$ cat src/rtl/squ_acc_tree.sv
// Squeeze-layer reduction: registered pairwise adder tree, multi-beat accumulator,
// FIFO-fed per-kernel bias add, optional ReLU, one DW-bit result per kernel.
module squ_acc_tree #(
  parameter int unsigned LANES      = 8,
  parameter int unsigned DW         = 12,
  parameter int unsigned BW         = 8,
  parameter int unsigned BIAS_SHIFT = 4,
  parameter int unsigned REP_W      = 4,
  parameter int unsigned FIFO_DEPTH = 64
) (
  input  logic                          clk_i,
  input  logic                          rst_n_i,
  input  logic                          start_i,
  input  logic [REP_W-1:0]              repeat_cnt_i,
  input  logic                          sat_en_i,
  input  logic                          relu_en_i,
  input  logic                          bias_clr_i,
  input  logic                          bias_wr_en_i,
  input  logic [BW-1:0]                 bias_wr_data_i,
  output logic [$clog2(FIFO_DEPTH):0]   bias_count_o,
  output logic                          bias_full_o,
  input  logic [LANES*DW-1:0]           conv_data_i,
  input  logic                          conv_valid_i,
  output logic [DW-1:0]                 output_data_o,
  output logic                          output_valid_o,
  output logic                          bias_underflow_o
);

  localparam int unsigned LEVELS   = $clog2(LANES);
  localparam int unsigned AW       = $clog2(FIFO_DEPTH);
  localparam int unsigned NODES    = 2 * LANES - 1;
  localparam logic [AW:0] FULL_CNT = (AW + 1)'(FIFO_DEPTH);

  function automatic logic [DW-1:0] fit(input logic [DW:0] s, input logic sat);
    if (sat && (s[DW] != s[DW-1])) fit = {s[DW], {(DW - 1){~s[DW]}}};
    else                           fit = s[DW-1:0];
  endfunction

  function automatic logic [DW-1:0] add_fit(input logic [DW-1:0] a, input logic [DW-1:0] b,
                                            input logic sat);
    add_fit = fit({a[DW-1], a} + {b[DW-1], b}, sat);
  endfunction

  // Node layout: leaves at [0, LANES), then each tree level packed after the previous.
  function automatic int unsigned lvl_base(input int unsigned s);
    lvl_base = 2 * LANES - ((2 * LANES) >> s);
  endfunction

  logic [DW-1:0]     w_all  [NODES];
  logic [DW-1:0]     r_node [LANES-1];
  logic [LEVELS-1:0] r_tvld;
  logic [LEVELS:0]   w_vin;
  logic [DW-1:0]     w_tree;
  logic              w_tree_vld;

  assign w_vin      = {r_tvld, conv_valid_i};
  assign w_tree     = w_all[NODES-1];
  assign w_tree_vld = r_tvld[LEVELS-1];

  always_comb begin
    w_all = '{default: '0};
    for (int unsigned k = 0; k < LANES; k++) w_all[k] = conv_data_i[DW*k +: DW];
    for (int unsigned j = 0; j < LANES - 1; j++) w_all[LANES+j] = r_node[j];
  end

  always_ff @(posedge clk_i or negedge rst_n_i) begin
    if (!rst_n_i) begin
      r_node <= '{default: '0};
      r_tvld <= '0;
    end else begin
      for (int unsigned s = 0; s < LEVELS; s++) begin
        r_tvld[s] <= w_vin[s] & ~start_i;
        if (w_vin[s]) begin
          for (int unsigned i = 0; i < (LANES >> (s + 1)); i++)
            r_node[lvl_base(s+1) - LANES + i] <= add_fit(w_all[lvl_base(s) + 2*i],
                                                         w_all[lvl_base(s) + 2*i + 1], sat_en_i);
        end
      end
    end
  end

  logic [DW-1:0]    r_acc;
  logic [REP_W-1:0] r_pass;
  logic             r_afin;
  logic [DW-1:0]    w_acc_sum;
  logic             w_last;

  assign w_last    = (r_pass == repeat_cnt_i);
  assign w_acc_sum = (r_pass == '0) ? w_tree : add_fit(r_acc, w_tree, sat_en_i);

  always_ff @(posedge clk_i or negedge rst_n_i) begin
    if (!rst_n_i) begin
      r_acc  <= '0;
      r_pass <= '0;
      r_afin <= 1'b0;
    end else if (start_i) begin
      r_acc  <= '0;
      r_pass <= '0;
      r_afin <= 1'b0;
    end else begin
      r_afin <= w_tree_vld & w_last;
      if (w_tree_vld) begin
        r_acc  <= w_acc_sum;
        r_pass <= w_last ? '0 : r_pass + REP_W'(1);
      end
    end
  end

  logic [BW-1:0] r_mem [FIFO_DEPTH];
  logic [AW-1:0] r_wptr, r_rptr;
  logic [AW:0]   r_count;
  logic          w_empty, w_full, w_pop, w_do_push, w_do_pop;
  logic [BW-1:0] w_bias_word;
  logic [DW:0]   w_bias_ext;

  assign w_empty   = (r_count == '0);
  assign w_full    = (r_count == FULL_CNT);
  assign w_pop     = r_afin & ~start_i;
  // A pop from an empty FIFO consumes the same-cycle push directly, so that word is never stored.
  assign w_do_push = bias_wr_en_i & ~w_full & ~(w_pop & w_empty);
  assign w_do_pop  = w_pop & ~w_empty;
  assign w_bias_word = w_empty ? (bias_wr_en_i ? bias_wr_data_i : '0) : r_mem[r_rptr];
  assign w_bias_ext  = {{(DW + 1 - BW){w_bias_word[BW-1]}}, w_bias_word} << BIAS_SHIFT;

  assign bias_count_o = r_count;
  assign bias_full_o  = w_full;

  always_ff @(posedge clk_i) begin
    if (w_do_push && !bias_clr_i) r_mem[r_wptr] <= bias_wr_data_i;
  end

  always_ff @(posedge clk_i or negedge rst_n_i) begin
    if (!rst_n_i) begin
      r_wptr  <= '0;
      r_rptr  <= '0;
      r_count <= '0;
    end else if (bias_clr_i) begin
      r_wptr  <= '0;
      r_rptr  <= '0;
      r_count <= '0;
    end else begin
      if (w_do_push) r_wptr <= r_wptr + AW'(1);
      if (w_do_pop)  r_rptr <= r_rptr + AW'(1);
      if (w_do_push && !w_do_pop)      r_count <= r_count + (AW + 1)'(1);
      else if (!w_do_push && w_do_pop) r_count <= r_count - (AW + 1)'(1);
    end
  end

  logic [DW-1:0] r_bres;
  logic          r_bvld;
  logic          r_unf;

  always_ff @(posedge clk_i or negedge rst_n_i) begin
    if (!rst_n_i) begin
      r_bres <= '0;
      r_bvld <= 1'b0;
      r_unf  <= 1'b0;
    end else if (start_i) begin
      r_bvld <= 1'b0;
      r_unf  <= 1'b0;
    end else begin
      r_bvld <= w_pop;
      if (w_pop) r_bres <= fit({r_acc[DW-1], r_acc} + w_bias_ext, sat_en_i);
      if (w_pop && w_empty && !bias_wr_en_i) r_unf <= 1'b1;
    end
  end

  always_ff @(posedge clk_i or negedge rst_n_i) begin
    if (!rst_n_i) begin
      output_data_o  <= '0;
      output_valid_o <= 1'b0;
    end else begin
      output_valid_o <= r_bvld & ~start_i;
      if (r_bvld && !start_i)
        output_data_o <= (relu_en_i && r_bres[DW-1]) ? '0 : r_bres;
    end
  end

  assign bias_underflow_o = r_unf;

endmodule

$ cat config.mk
export PLATFORM = sky130hd
export DESIGN_NAME = squ_acc_tree
export DESIGN_NICKNAME = d
export VERILOG_FILES = /design/src/rtl/squ_acc_tree.sv
export SDC_FILE = /design/constraint.sdc
export NUM_CORES = 1
export LEC_CHECK = 0
export BUFFER_PORTS_ARGS = -buffer_cell sky130_fd_sc_hd__buf_4
export CORE_UTILIZATION = 45
export DETAILED_ROUTE_END_ITERATION = 6
export PLACE_DENSITY = 0.62
export SLEW_MARGIN = 10
export SYNTH_ARGS = -nofsm -noshare
export SYNTH_HDL_FRONTEND = slang
export SYNTH_SLANG_ARGS = --single-unit
$ cat constraint.sdc
create_clock -name clk_i -period 5.14 [get_ports clk_i]
set_clock_uncertainty 0.1 [all_clocks]
set_input_delay 0.257 -clock clk_i [delete_from_list [all_inputs] [get_ports clk_i]]
set_output_delay 0.257 -clock clk_i [all_outputs]
set_load 0.02 [all_outputs]
### Word-level counts from Yosys, hierarchy flattened

Memory sizes are Yosys's and may differ from the RTL's.
Cells that the tools add are included.
Widths: inputs -> output; s select.

| storage, ports and cells | value |
|---|---|
| memories | 1 |
| logic and storage cells | 128 |
| bits in writable memories | 512 |
| register bits | 150 |

| cells by class | value |
|---|---|
| reduce and logical (&&, ||, !) cells | 29 |
| bitwise gates (word level) | 23 |
| multiplexer cells | 31 |
| add/sub/neg operators | 14 |
| equal/unequal tests | 11 |

Memories:

| name | words | bits a word | rd ports | clocked after Yosys merged registers in | write ports | RTL line | RTL |
|---|---|---|---|---|---|---|---|
| r_mem | 64 | 8 | 1 | 0 | 1 | 109 | `logic [BW-1:0] r_mem [FIFO_DEPTH];` |

Operators with widths:

| kind | count |
|---|---|
| $mux 12 | 13 |
| $add 12x12->13 | 9 |
| $mux 6 | 4 |
| $mux 7 | 3 |
| $logic_and 1x1->1 | 16 |
| $mux 8 | 2 |
| $not 1->1 | 13 |
| $add 6x1->6 const B | 2 |
| $mux 4 | 3 |
| $and 1x1->1 | 10 |
| $ne 1x1->1 | 9 |
| $reduce_bool 2->1 | 4 |
| $add 7x1->7 const B | 1 |
| $eq 7x7->1 const B | 1 |
| $logic_not 7->1 | 1 |
| $sub 7x1->7 const B | 1 |
| $mux 1 | 6 |
| $logic_not 1->1 | 5 |
| $add 4x1->4 const B | 1 |
| $eq 4x4->1 | 1 |
| $logic_not 4->1 | 1 |
| $reduce_bool 3->1 | 1 |
| $reduce_and 2->1 | 1 |

### Depth between registers and ports, before layout

Gate-level depths: netlist of run 1.

| depth | value |
|---|---|
| word-level depth | 10 |
| gate-level depth with buffers | 20 |

### Least setup slack after synthesis of run 1

Ideal clock, no wire load.

| timing | value |
|---|---|
| kind | register -> register |
| from | reg r_rptr[0] |
| to | reg r_bres[8] |
| clock period less this slack | 4.375 ns |
| library setup time | 0.094 ns |
| stages on the path, launching flop included | 19 |
| setup slack | 0.765 ns |
| required time | 4.946 ns |
| data arrival time | 4.181 ns |
| cell sequence | dfrtp_1 > clkbuf_1 > buf_2 > buf_2 > mux4_2 > mux4_2 > mux2i_1 > nor2_1 > a21oi_1 > o21ai_0 > ha_1 > nor2b_1 > o21ai_0 > a21oi_1 > o31ai_1 > a31oi_1 > clkbuf_1 > o21ai_0 > a211oi_1 |

| between the ends | value |
|---|---|
| word-level cells in the longest chain between the ends | 6 |
| elaborated cells on any way between the ends | 7 |

RTL lines:

| item | RTL line | RTL |
|---|---|---|
| start, declared | 110 | `logic [AW-1:0] r_wptr, r_rptr;` |
| start signal, assigned | 143 | `if (w_do_pop) r_rptr <= r_rptr + AW'(1);` |
| $mem_v2 64x8 (*) | - |  |
| $mux 8 (*) | 122 | `assign w_bias_word = w_empty ? (bias_wr_en_i ? bias_wr_data_i : '0) : r_mem[r_rptr];` |
| $add 12x12->13 (*) | 163 | `if (w_pop) r_bres <= fit({r_acc[DW-1], r_acc} + w_bias_ext, sat_en_i);` |
| $ne 1x1->1 | 35 | `if (sat && (s[DW] != s[DW-1])) fit = {s[DW], {(DW - 1){~s[DW]}}};` |
| $logic_and 1x1->1 | 35 |  |
| $mux 12 (*) | 35 |  |
| end signal, assigned | 163 |  |
| end, declared | 149 | `logic [DW-1:0] r_bres;` |

Mark *: on every way between the ends. The rest lies on a longest branch, timed or not.
A chain may end at the register's enable or synchronous reset.

### Final worst setup path of run 1

| timing | value |
|---|---|
| from | reg r_rptr[0] |
| to | reg r_bres[7] |

Same word-level chain as after synthesis.

==> metrics.yaml, run 1 <==
status: "complete, no violations"
grt.met1_usage: 0.277
power_density_nw_per_um2: 402
top_usage_layer: "met2"
max_slew_margin: 0.298
min_period_ns: 4.71
met3_usage: 0.0351
cp_max_fo: 18
synth_fa_ha_area_frac: 0.0510
crit_path_end_kind: "flop"
p_switching_mw: 4.33
netlist_area_sq_um: 31600
synth_cells: 2238
n_antenna_cell: 0
cts_made_buffers: 70
r2r_cells: 17
clock_latency_ns: 0.62
finalWeightedCongestion: 0.888
post-route-period-util: 0.916
synthMostInstantiatedCell: "edfxtp_1"
drt_iter0_markers: 1554
pwr-share-comb: 0.227
postRouteAntennaNets: 0
synth-compound-area-share: 0.107
cts-root-buf: "clkbuf_16"
yosysWarnings: 0
crit_path_start: "r_rptr[0]"
synth.avg_cell_area_sq_um: 14.1
cts_htree_levels: 3
r2r-start: "r_rptr[0]"
synthSimpleGateAreaFrac: 0.0749
synthXorXnorAreaFrac: 0.0188
synth_top_family_by_area: "multiplexers"
grt_overflow: 0
yosys.area.top_type: "edfxtp_1"
switching_share: 0.295
nNetsFinal: 2677
remaining_drc_errors: 0
wl_per_cell_um: 21.7
io_pins: 138
r2r_slack_ns: 0.43
fillCellCount: 5689
via_per_inst: 5.82
async_flop_share: 0.227
peakVddDrop_uv: 327
netlist.area_leader.share: 0.486
arrival_ns: 5.09
gr-usage-all-layers: 0.211
antenna_found_initial: 0
syn_nets: 2477
synth_flop_cell: "edfxtp_1"
p_total_mw: 14.7
fmax_ghz: 0.212
via_count: 19900
dieWidth_um: 267
hp-class: "in -> reg"
finalSetupTns_ns: 0
grt_util_met2: 0.365
cts.sinks: 662
max_cap_viol_count: 0
grt_setup_unrepaired: "false"
grt_pass1_wl_mm: 115
yosys_register_bits: 662
start_util: 0.458
critPathRequiredTime_ns: 5.52
synthTopCellsByArea: "edfxtp_1, dfrtp_1, mux4_2, ha_1, nor2_1"
synth-edff-count: 512
dr.pass1.iters: 5
cts_tree: "built"
p_leak_nw: 13.0
grt_max_degree: 103
die_h_um: 267
synthMuxAreaShare: 0.122
setup_viol: 0
dieArea_sq_um: 71300
tightestPinTransition_ns: 1.04
core_sq_um: 69100
whs_ns: 0.0123
clockBufferDepth: 3
hold_violations: 0
row_count: 96
p_seq_frac: 0.430
io_buffers: 137
ys_seq_area_frac: 0.605
startpoint_type: "flop"
layout-drive-gt1-share: 0.208
hpwl_mm: 50.3
p_int_mw: 10.4
clock_power_share: 0.343
area_growth_pct: 15.7
r2r_end: "r_bres[7]"
synth_commonest_cells: "edfxtp_1, nor2_1, mux4_2"
wirelength_mm: 74.3
finalMaxSlewViolations: 0
grt_pass1_vias: 20000
cp-endpoint: "r_bres[7]"
cts.clk_slew.worst_paths_ns: 0.06
critPathKind: "reg -> reg"
synth.distinct_cells: 74
==> repair_timing <==
action	in CTS	in global routing
resized for setup	1	2
hold buffers	19	0
hold endpoints to repair	208	0
endpoints found under the setup margin	4	4
buffers inserted	0	0
==> critical path, cell delays in order (launching register included) <==
cell	delay, ns
dfrtp_4	0.45
buf_12	0.20
buf_4	0.18
mux4_2	0.51
mux4_2	0.46
mux2i_1	0.13
buf_4	0.12
nor2_1	0.03
a21oi_1	0.35
o21ai_0	0.18
ha_1	0.37
nor2b_1	0.15
o21ai_0	0.18
a21oi_1	0.15
o31ai_2	0.31
a31oi_4	0.25
a211oi_1	0.34
a211oi_1	0.09
==> placed cells by master, fill, tap and decap left out, types with 9 or more instances in the layout <==
cell type	count
clkinv_2	14
or3_1	14
buf_4	208
o21ai_0	106
dfrtp_1	147
clkbuf_1	14
xnor2_1	52
a311oi_1	12
nor4_1	9
o2bb2ai_1	31
a31oi_1	16
mux2i_1	22
o31ai_1	14
o211ai_1	11
o21bai_1	12
xor2_1	16
a211oi_1	36
fa_1	10
nor3_1	38
o21a_1	17
nand2_1	88
nand2b_1	16
mux4_2	160
edfxtp_1	512
a21oi_1	144
nor2b_1	21
clkbuf_16	70
dlygate4sd3_1	19
o22ai_1	18
nand3b_1	10
a21o_1	19
ha_1	113
nand3_1	30
a22o_1	11
or2_2	14
nor2_1	222
inv_1	69
and3_1	14
==> cell type report <==
type,count,area [sq um],share of cell area
flip-flops and latches,662,19100,0.523
repair buffers,234,1880,0.0515
clock buffers,91,1900,0.0520
multi-input cells,1401,11800,0.324
well taps,931,1160,0.0318
clock inverters,36,395,0.0108
inverters,69,259,0.00708
==> worst min path at each step <==
stage                     cells after the start               to               from
after global routing                          1     r_mem[25][6]  bias_wr_data_i[6]
after floorplan                               0  bias_count_o[0]            rst_n_i
after CTS                                     1     r_mem[30][6]  bias_wr_data_i[6]
after global placement                        1        r_pass[3]            rst_n_i
final                                         1     r_mem[25][6]  bias_wr_data_i[6]
after detailed placement                      1        r_pass[3]            rst_n_i
==> cells by family after synthesis <==
group           after synthesis
xor+xnor                     68
simple gates                506
flops                       662
compound gates              518
mux                         186
buf+inv                     175
fa+ha+maj                   123
==> per-stage QoR <==
stage / worst slack, ns / cell area (sq um) / utilization / std cells
floorplan: 0.765 / 31600 / - / 2238
global placement: 0.00808 / 34100 / 0.493 / 3278
detailed placement: -0.0916 / 34100 / 0.493 / 3278
CTS: 0.262 / 36600 / 0.529 / 3424
global route: 0.0772 / 36600 / 0.530 / 3424
finish: 0.433 / 36600 / 0.530 / 3424
==> power by group through the flow <==
stage	sequential, mW	combinational, mW	clock (mW)
CTS	6.32	3.32	5.14
floorplan	6.31	2.44	0
detailed placement	6.43	3.27	0
global route	6.34	3.74	5.35
global placement	6.41	3.21	0
finish	6.32	3.33	5.04
==> flip-flops by register name (all words and copies together) (netlist names) <==
name and cells:
r_mem 512, r_bvld 1, r_pass 4, w_tree 12, r_tvld 3, r_afin 1, output_valid_o 1, r_wptr 6
r_node 72, r_acc 12, r_bres 12, bias_underflow_o 1, r_rptr 6, output_data_o 12, bias_count_o 7
==> routing by layer <==
layer,part of all wire,up-vias,routed length [um]
met4,0.019,0,1450
met3,0.049,101,3650
li1,-,9159,-
met1,0.42,10100,31400
met2,0.51,558,37800
met5,0,-,0
(Power assumes the default switching activity.)
==> inputs of run 2 (changes only) <==
--- a/config.mk
+++ b/config.mk
@@ -6,9 +6,9 @@
 export NUM_CORES = 1
 export LEC_CHECK = 0
 export BUFFER_PORTS_ARGS = -buffer_cell sky130_fd_sc_hd__buf_4
-export CORE_UTILIZATION = 45
+export CORE_UTILIZATION = 55
 export DETAILED_ROUTE_END_ITERATION = 6
-export PLACE_DENSITY = 0.62
+export PLACE_DENSITY = 0.73
 export SLEW_MARGIN = 10
 export SYNTH_ARGS = -nofsm -noshare
 export SYNTH_HDL_FRONTEND = slang
==> metrics.yaml, run 2 (synthesis results as in run 1) <==
tightestPinTransition_ns: 1.26  # was 1.04 ns
top_register: "r_mem"  # unchanged
cts.clk_slew.worst_paths_ns: 0.06  # about the same
design_area_sq_um: 36300  # was 36600 sq um
status: "complete, no violations"  # unchanged
remaining_drc_errors: 0  # unchanged
n_antenna_cell: 0  # unchanged
cts_htree_levels: 3  # unchanged
peakVddDrop_uv: 310  # was 327 uV
setup_viol: 0  # unchanged
largestRegisters: "r_mem (512), r_node (72)"  # unchanged
final_common_cell: "edfxtp_1"  # unchanged
max_slew_margin: 0.153  # was 0.298
power_density_nw_per_um2: 402  # about the same
dieWidth_um: 242  # was 267 um
final_cell_mix: "edfxtp_1, nor2_1, buf_4, mux4_2, dfrtp_1"  # unchanged
grt_pass1_vias: 20800  # was 20000
min_period_ns: 4.85  # was 4.71 ns
postPlaceCellArea_sq_um: 33800  # was 34100 sq um
io_buffers: 137  # unchanged
fmax_ghz: 0.206  # was 0.212 GHz
via_per_inst: 6.29  # was 5.82
cp_max_fo: 29  # was 18
p_leak_nw: 12.9  # was 13.0 nW
cts.sinks: 662  # unchanged
crit_chain: "buf_12, buf_4, mux4_2, mux4_2, mux2i_1, nor2_1, a211oi_2, inv_1, ha_1, a21oi_1, o2111ai_1, a21oi_1, xnor2_1, nand2b_1, a21oi_1, o31ai_1"  # was buf_12, buf_4, mux4_2, mux4_2, mux2i_1, buf_4, nor2_1, a21oi_1, o21ai_0, ha_1, nor2b_1, o21ai_0, a21oi_1, o31ai_2, a31oi_4, a211oi_1, a211oi_1
max_stage_delay_ns: 0.60  # was 0.51 ns
fillCellCount: 4043  # was 5689
max_cap_viol_count: 0  # unchanged
slowest_stage: "dfrtp_4"  # was mux4_2
cts_tree: "built"  # unchanged
postLayoutCoreUtil: 0.641  # was 0.530
clock_latency_ns: 0.64  # was 0.62 ns
area_growth_pct: 14.7  # was 15.7%
clockBufferDepth: 3  # unchanged
io_pins: 138  # unchanged
critPathRequiredTime_ns: 5.56  # was 5.52 ns
grt_overflow: 0  # unchanged
setup_ws_ns: 0.293  # was 0.433 ns
r2r_slack_ns: 0.29  # was 0.43 ns
whs_ns: 0.0198  # was 0.0123 ns
drt_iter0_markers: 1818  # was 1554
startpoint_type: "flop"  # unchanged
cts-root-buf: "clkbuf_16"  # unchanged
cts_made_buffers: 68  # was 70
wirelength_mm: 75.5  # was 74.3 mm
start_util: 0.559  # was 0.458
grt_pass1_wl_mm: 118  # was 115 mm
post-route-period-util: 0.943  # was 0.916
hp-class: "in -> reg"  # unchanged
arrival_ns: 5.26  # was 5.09 ns
layout-drive-gt1-share: 0.205  # was 0.208
critPathKind: "reg -> reg"  # unchanged
dieArea_sq_um: 58500  # was 71300 sq um
via_count: 20400  # was 19900
finalMaxSlewViolations: 0  # unchanged
grt_max_degree: 104  # was 103
grt_setup_unrepaired: "false"  # unchanged
hpwl_mm: 49.4  # was 50.3 mm
gr-usage-all-layers: 0.261  # was 0.211
finalWeightedCongestion: 0.857  # was 0.888
crit_top_cell: "a21oi_1"
post_cts_buffers: 0  # unchanged
hold_violations: 0  # unchanged
core_sq_um: 56600  # was 69100 sq um
postRouteAntennaNets: 0  # unchanged
nNetsFinal: 2667  # was 2677
dr.pass1.iters: 6  # was 5
largest_register_ffs: 512  # unchanged
antenna_found_initial: 0  # unchanged
crit_path_end_kind: "flop"  # unchanged
place_ws_ns: -0.0258  # was -0.0916 ns
row_count: 87  # was 96
die_h_um: 242  # was 267 um
wl_per_cell_um: 23.3  # was 21.7 um
-- run 2: final cells by class --
cell class              count  area [sq um]  share of cell area
clock buffers              85          1810              0.0498
clock inverters            37           454              0.0125
inverters                  69           259             0.00714
multi-input cells        1401         11800               0.327
flip-flops and latches    662         19100               0.528
well taps                 756           946              0.0261
repair buffers            226          1820              0.0501
-- run 2: metrics by stage --
step	TNS, ns	std cells	total power [mW]
2_1_floorplan	0	2238	8.75
4_1_cts	0	3236	14.6
6_report	0	3236	14.6
3_3_place_gp	0	3097	9.54
5_1_grt	0	3236	15.3
3_5_place_dp	-0.0258	3097	9.66
-- run 2: layer usage --
| layer | GRT usage | wire (um) | vias to the layer above |
|---|---|---|---|
| met3 | 0.0413 | 4700 | 140 |
| met2 | 0.451 | 39100 | 756 |
| met1 | 0.341 | 29800 | 10300 |
| li1 | - | - | 9127 |
| met5 | 0 | 0 | - |
| met4 | 0.0776 | 1850 | 0 |
-- run 2: power by group --
part           internal (mW)  switching, mW
registers               6.04          0.271
clock network           2.81           2.16
logic                   1.37           1.95
-- run 2: worst max-delay path: cells and delay by family, from the launching register on --
kind	cells	cell delay (ns)
fa+ha+maj	1	0.29
compound gates	6	1.36
mux	3	1.17
buf+inv	3	0.63
simple gates	2	0.37
flops	1	0.60
xor+xnor	1	0.20
-- run 2: what timing repair did --
action | 4_1_cts | 5_1_grt
setup endpoints to repair | 3 | 12
endpoints found under the hold margin | 173 | 0
pin swaps | 0 | 0
resized for setup | 1 | 4
cloned | 0 | 0
hold buffers | 17 | 0
-- run 2: path summary, 6_finish.rpt --
check                               start          to  depth (start not counted)
min in group asynchronous         rst_n_i   r_acc[11]                          2
hold reg to reg                 r_bres[4]   r_bres[4]                          2
hold / removal             conv_data_i[0]  r_node[72]                          4
setup reg to reg                r_rptr[0]  r_bres[10]                         16
setup / recovery                r_rptr[0]  r_bres[10]                         16
max in group asynchronous         rst_n_i  r_node[83]                          3
==> inputs of run 3 (changes only) <==
--- a/config.mk
+++ b/config.mk
@@ -6,9 +6,11 @@
 export NUM_CORES = 1
 export LEC_CHECK = 0
 export BUFFER_PORTS_ARGS = -buffer_cell sky130_fd_sc_hd__buf_4
+export CORE_ASPECT_RATIO = 0.9
 export CORE_UTILIZATION = 55
 export DETAILED_ROUTE_END_ITERATION = 6
 export PLACE_DENSITY = 0.73
+export REMOVE_ABC_BUFFERS = 1
 export SLEW_MARGIN = 10
 export SYNTH_ARGS = -nofsm -noshare
 export SYNTH_HDL_FRONTEND = slang
==> metrics.yaml, run 3 (synthesis results as in run 1) <==
cts_htree_levels: 3  # unchanged
dr.pass1.iters: 6  # unchanged
cts-root-buf: "clkbuf_16"  # unchanged
grt_overflow: 0  # unchanged
top_register: "r_mem"  # unchanged
hpwl_mm: 47.9  # was 49.4 mm
cp.buffers_inverters: 3  # unchanged
wirelength_mm: 74.8  # was 75.5 mm
core_sq_um: 56200  # was 56600 sq um
grt_pass1_wl_mm: 117  # was 118 mm
startpoint_type: "flop"  # unchanged
layout-drive-gt1-share: 0.193  # was 0.205
place_ws_ns: 0.154  # was -0.0258 ns
r2r_end: "r_bres[8]"  # was r_bres[10]
postRouteAntennaNets: 0  # unchanged
wl_per_cell_um: 23.4  # was 23.3 um
die_h_um: 229  # was 242 um
tightestPinTransition_ns: 1.23  # was 1.26 ns
gr-usage-all-layers: 0.263  # was 0.261
antenna_found_initial: 1  # was 0
p_seq_frac: 0.434  # was 0.432
p_leak_nw: 12.7  # was 12.9 nW
dieArea_sq_um: 58500  # about the same
setup_viol: 0  # unchanged
final_common_cell: "edfxtp_1"  # unchanged
critPathKind: "reg -> reg"  # unchanged
switching_share: 0.297  # was 0.300
r2r_slack_ns: 0.31  # was 0.29 ns
grt_setup_unrepaired: "false"  # unchanged
clockBufferDepth: 3  # unchanged
dieWidth_um: 255  # was 242 um
fmax_ghz: 0.207  # was 0.206 GHz
cts.clk_slew.worst_paths_ns: 0.06  # about the same
p_int_mw: 10.2  # about the same
via_per_inst: 6.37  # was 6.29
pwr-share-comb: 0.229  # was 0.227
design_area_sq_um: 35900  # was 36300 sq um
r2r-start: "r_rptr[0]"  # unchanged
holdPathEnd: "r_mem[23][7]"  # was r_node[72]
status: "complete, no violations"  # unchanged
crit_chain: "buf_12, buf_12, mux4_2, mux4_2, mux2i_1, o21ai_0, ha_1, inv_1, fa_1, nor2b_1, o21ai_0, a21oi_1, o31ai_1, a31oi_2, a211oi_1, a211oi_1"  # was buf_12, buf_4, mux4_2, mux4_2, mux2i_1, nor2_1, a211oi_2, inv_1, ha_1, a21oi_1, o2111ai_1, a21oi_1, xnor2_1, nand2b_1, a21oi_1, o31ai_1
max_cap_viol_count: 0  # unchanged
post-route-period-util: 0.940  # was 0.943
finalWeightedCongestion: 0.853  # was 0.857
worstSetupPathDepth: 16  # unchanged
cts_tree: "built"  # unchanged
worstHoldPathCells: 1  # was 4
arrival_ns: 5.19  # was 5.26 ns
clock_power_share: 0.337  # was 0.340
p_switching_mw: 4.31  # was 4.37 mW
n_antenna_cell: 0  # unchanged
hold_violations: 0  # unchanged
cp_max_fo: 23  # was 29
cp_top_family: "compound AO/OA/AOI/OAI gates"  # unchanged
remaining_drc_errors: 0  # unchanged
grt_max_degree: 90  # was 104
crit_path_end_kind: "flop"  # unchanged
critPathRequiredTime_ns: 5.50  # was 5.56 ns
start_util: 0.562  # was 0.559
cts_made_buffers: 68  # unchanged
placedCellCount: 3057  # was 3097
via_count: 20300  # was 20400
finalSetupTns_ns: 0  # unchanged
max_slew_margin: 0.175  # was 0.153
io_pins: 138  # unchanged
row_count: 82  # was 87
hp-class: "in -> reg"  # unchanged
slowest_stage: "dfrtp_4"  # unchanged
finalMaxSlewViolations: 0  # unchanged
p_total_mw: 14.5  # was 14.6 mW
power_density_nw_per_um2: 404  # was 402 nW/um^2
io_buffers: 137  # unchanged
max_stage_delay_ns: 0.58  # was 0.60 ns
postPlaceCellArea_sq_um: 33500  # was 33800 sq um
nNetsFinal: 2626  # was 2667
grt_pass1_vias: 20000  # was 20800
worstHoldStart: "bias_wr_data_i[7]"  # was conv_data_i[0]
whs_ns: 0.0254  # was 0.0198 ns
r2r_cells: 16  # unchanged
final_cell_mix: "edfxtp_1, nor2_1, mux4_2, buf_4, dfrtp_1"  # was edfxtp_1, nor2_1, buf_4, mux4_2, dfrtp_1
postLayoutCoreUtil: 0.639  # was 0.641
setup_ws_ns: 0.309  # was 0.293 ns
clock_latency_ns: 0.61  # was 0.64 ns
largest_register_ffs: 512  # unchanged
largestRegisters: "r_mem (512), r_node (72)"  # unchanged
min_period_ns: 4.83  # was 4.85 ns
cts.sinks: 662  # unchanged
peakVddDrop_uv: 240  # was 310 uV
stdcell_count: 3196  # was 3236
area_growth_pct: 13.5  # was 14.7%
drt_iter0_markers: 2312  # was 1818
post_cts_buffers: 0  # unchanged
[run 3: worst max path at each step]
stage | startpoint | endpoint | slack [ns]
floorplan | r_rptr[0] | r_bres[6] | -3.46
global placement | r_rptr[0] | r_bres[7] | 0.32
detailed placement | r_rptr[0] | r_bres[7] | 0.15
CTS | r_rptr[0] | r_bres[7] | 0.11
global route | r_rptr[0] | r_bres[7] | 0.009
finish | r_rptr[0] | r_bres[8] | 0.31
[run 3: layout make-up]
class	count	area, sq um
repair buffers	185	1530
well taps	756	946
multi-input cells	1401	11800
clock buffers	80	1790
fillers	3997	20300
clock inverters	43	409
inverters	69	259
flip-flops and latches	662	19100
[run 3: power by group through the flow]
stage                     Combinational [mW]  Clock (mW)  Sequential (mW)
after floorplan                         2.38           0             6.32
after global placement                  3.12           0             6.39
after detailed placement                3.23           0             6.40
after CTS                               3.28        4.95             6.30
after global routing                    3.73        5.15             6.33
final                                   3.32        4.89             6.30
[run 3: what timing repair did]
action,4_1_cts,5_1_grt
hold buffers,16,0
hold endpoints to repair,173,0
endpoints found under the setup margin,0,12
resized for setup,0,4
[run 3: routing by layer]
metal  track usage  share of wire  vias up
met5             0        0.00023        -
met3        0.0621          0.092      145
li1              -              -     9057
met2         0.393           0.46      953
met1         0.387           0.42    10200
met4        0.0769          0.026        2
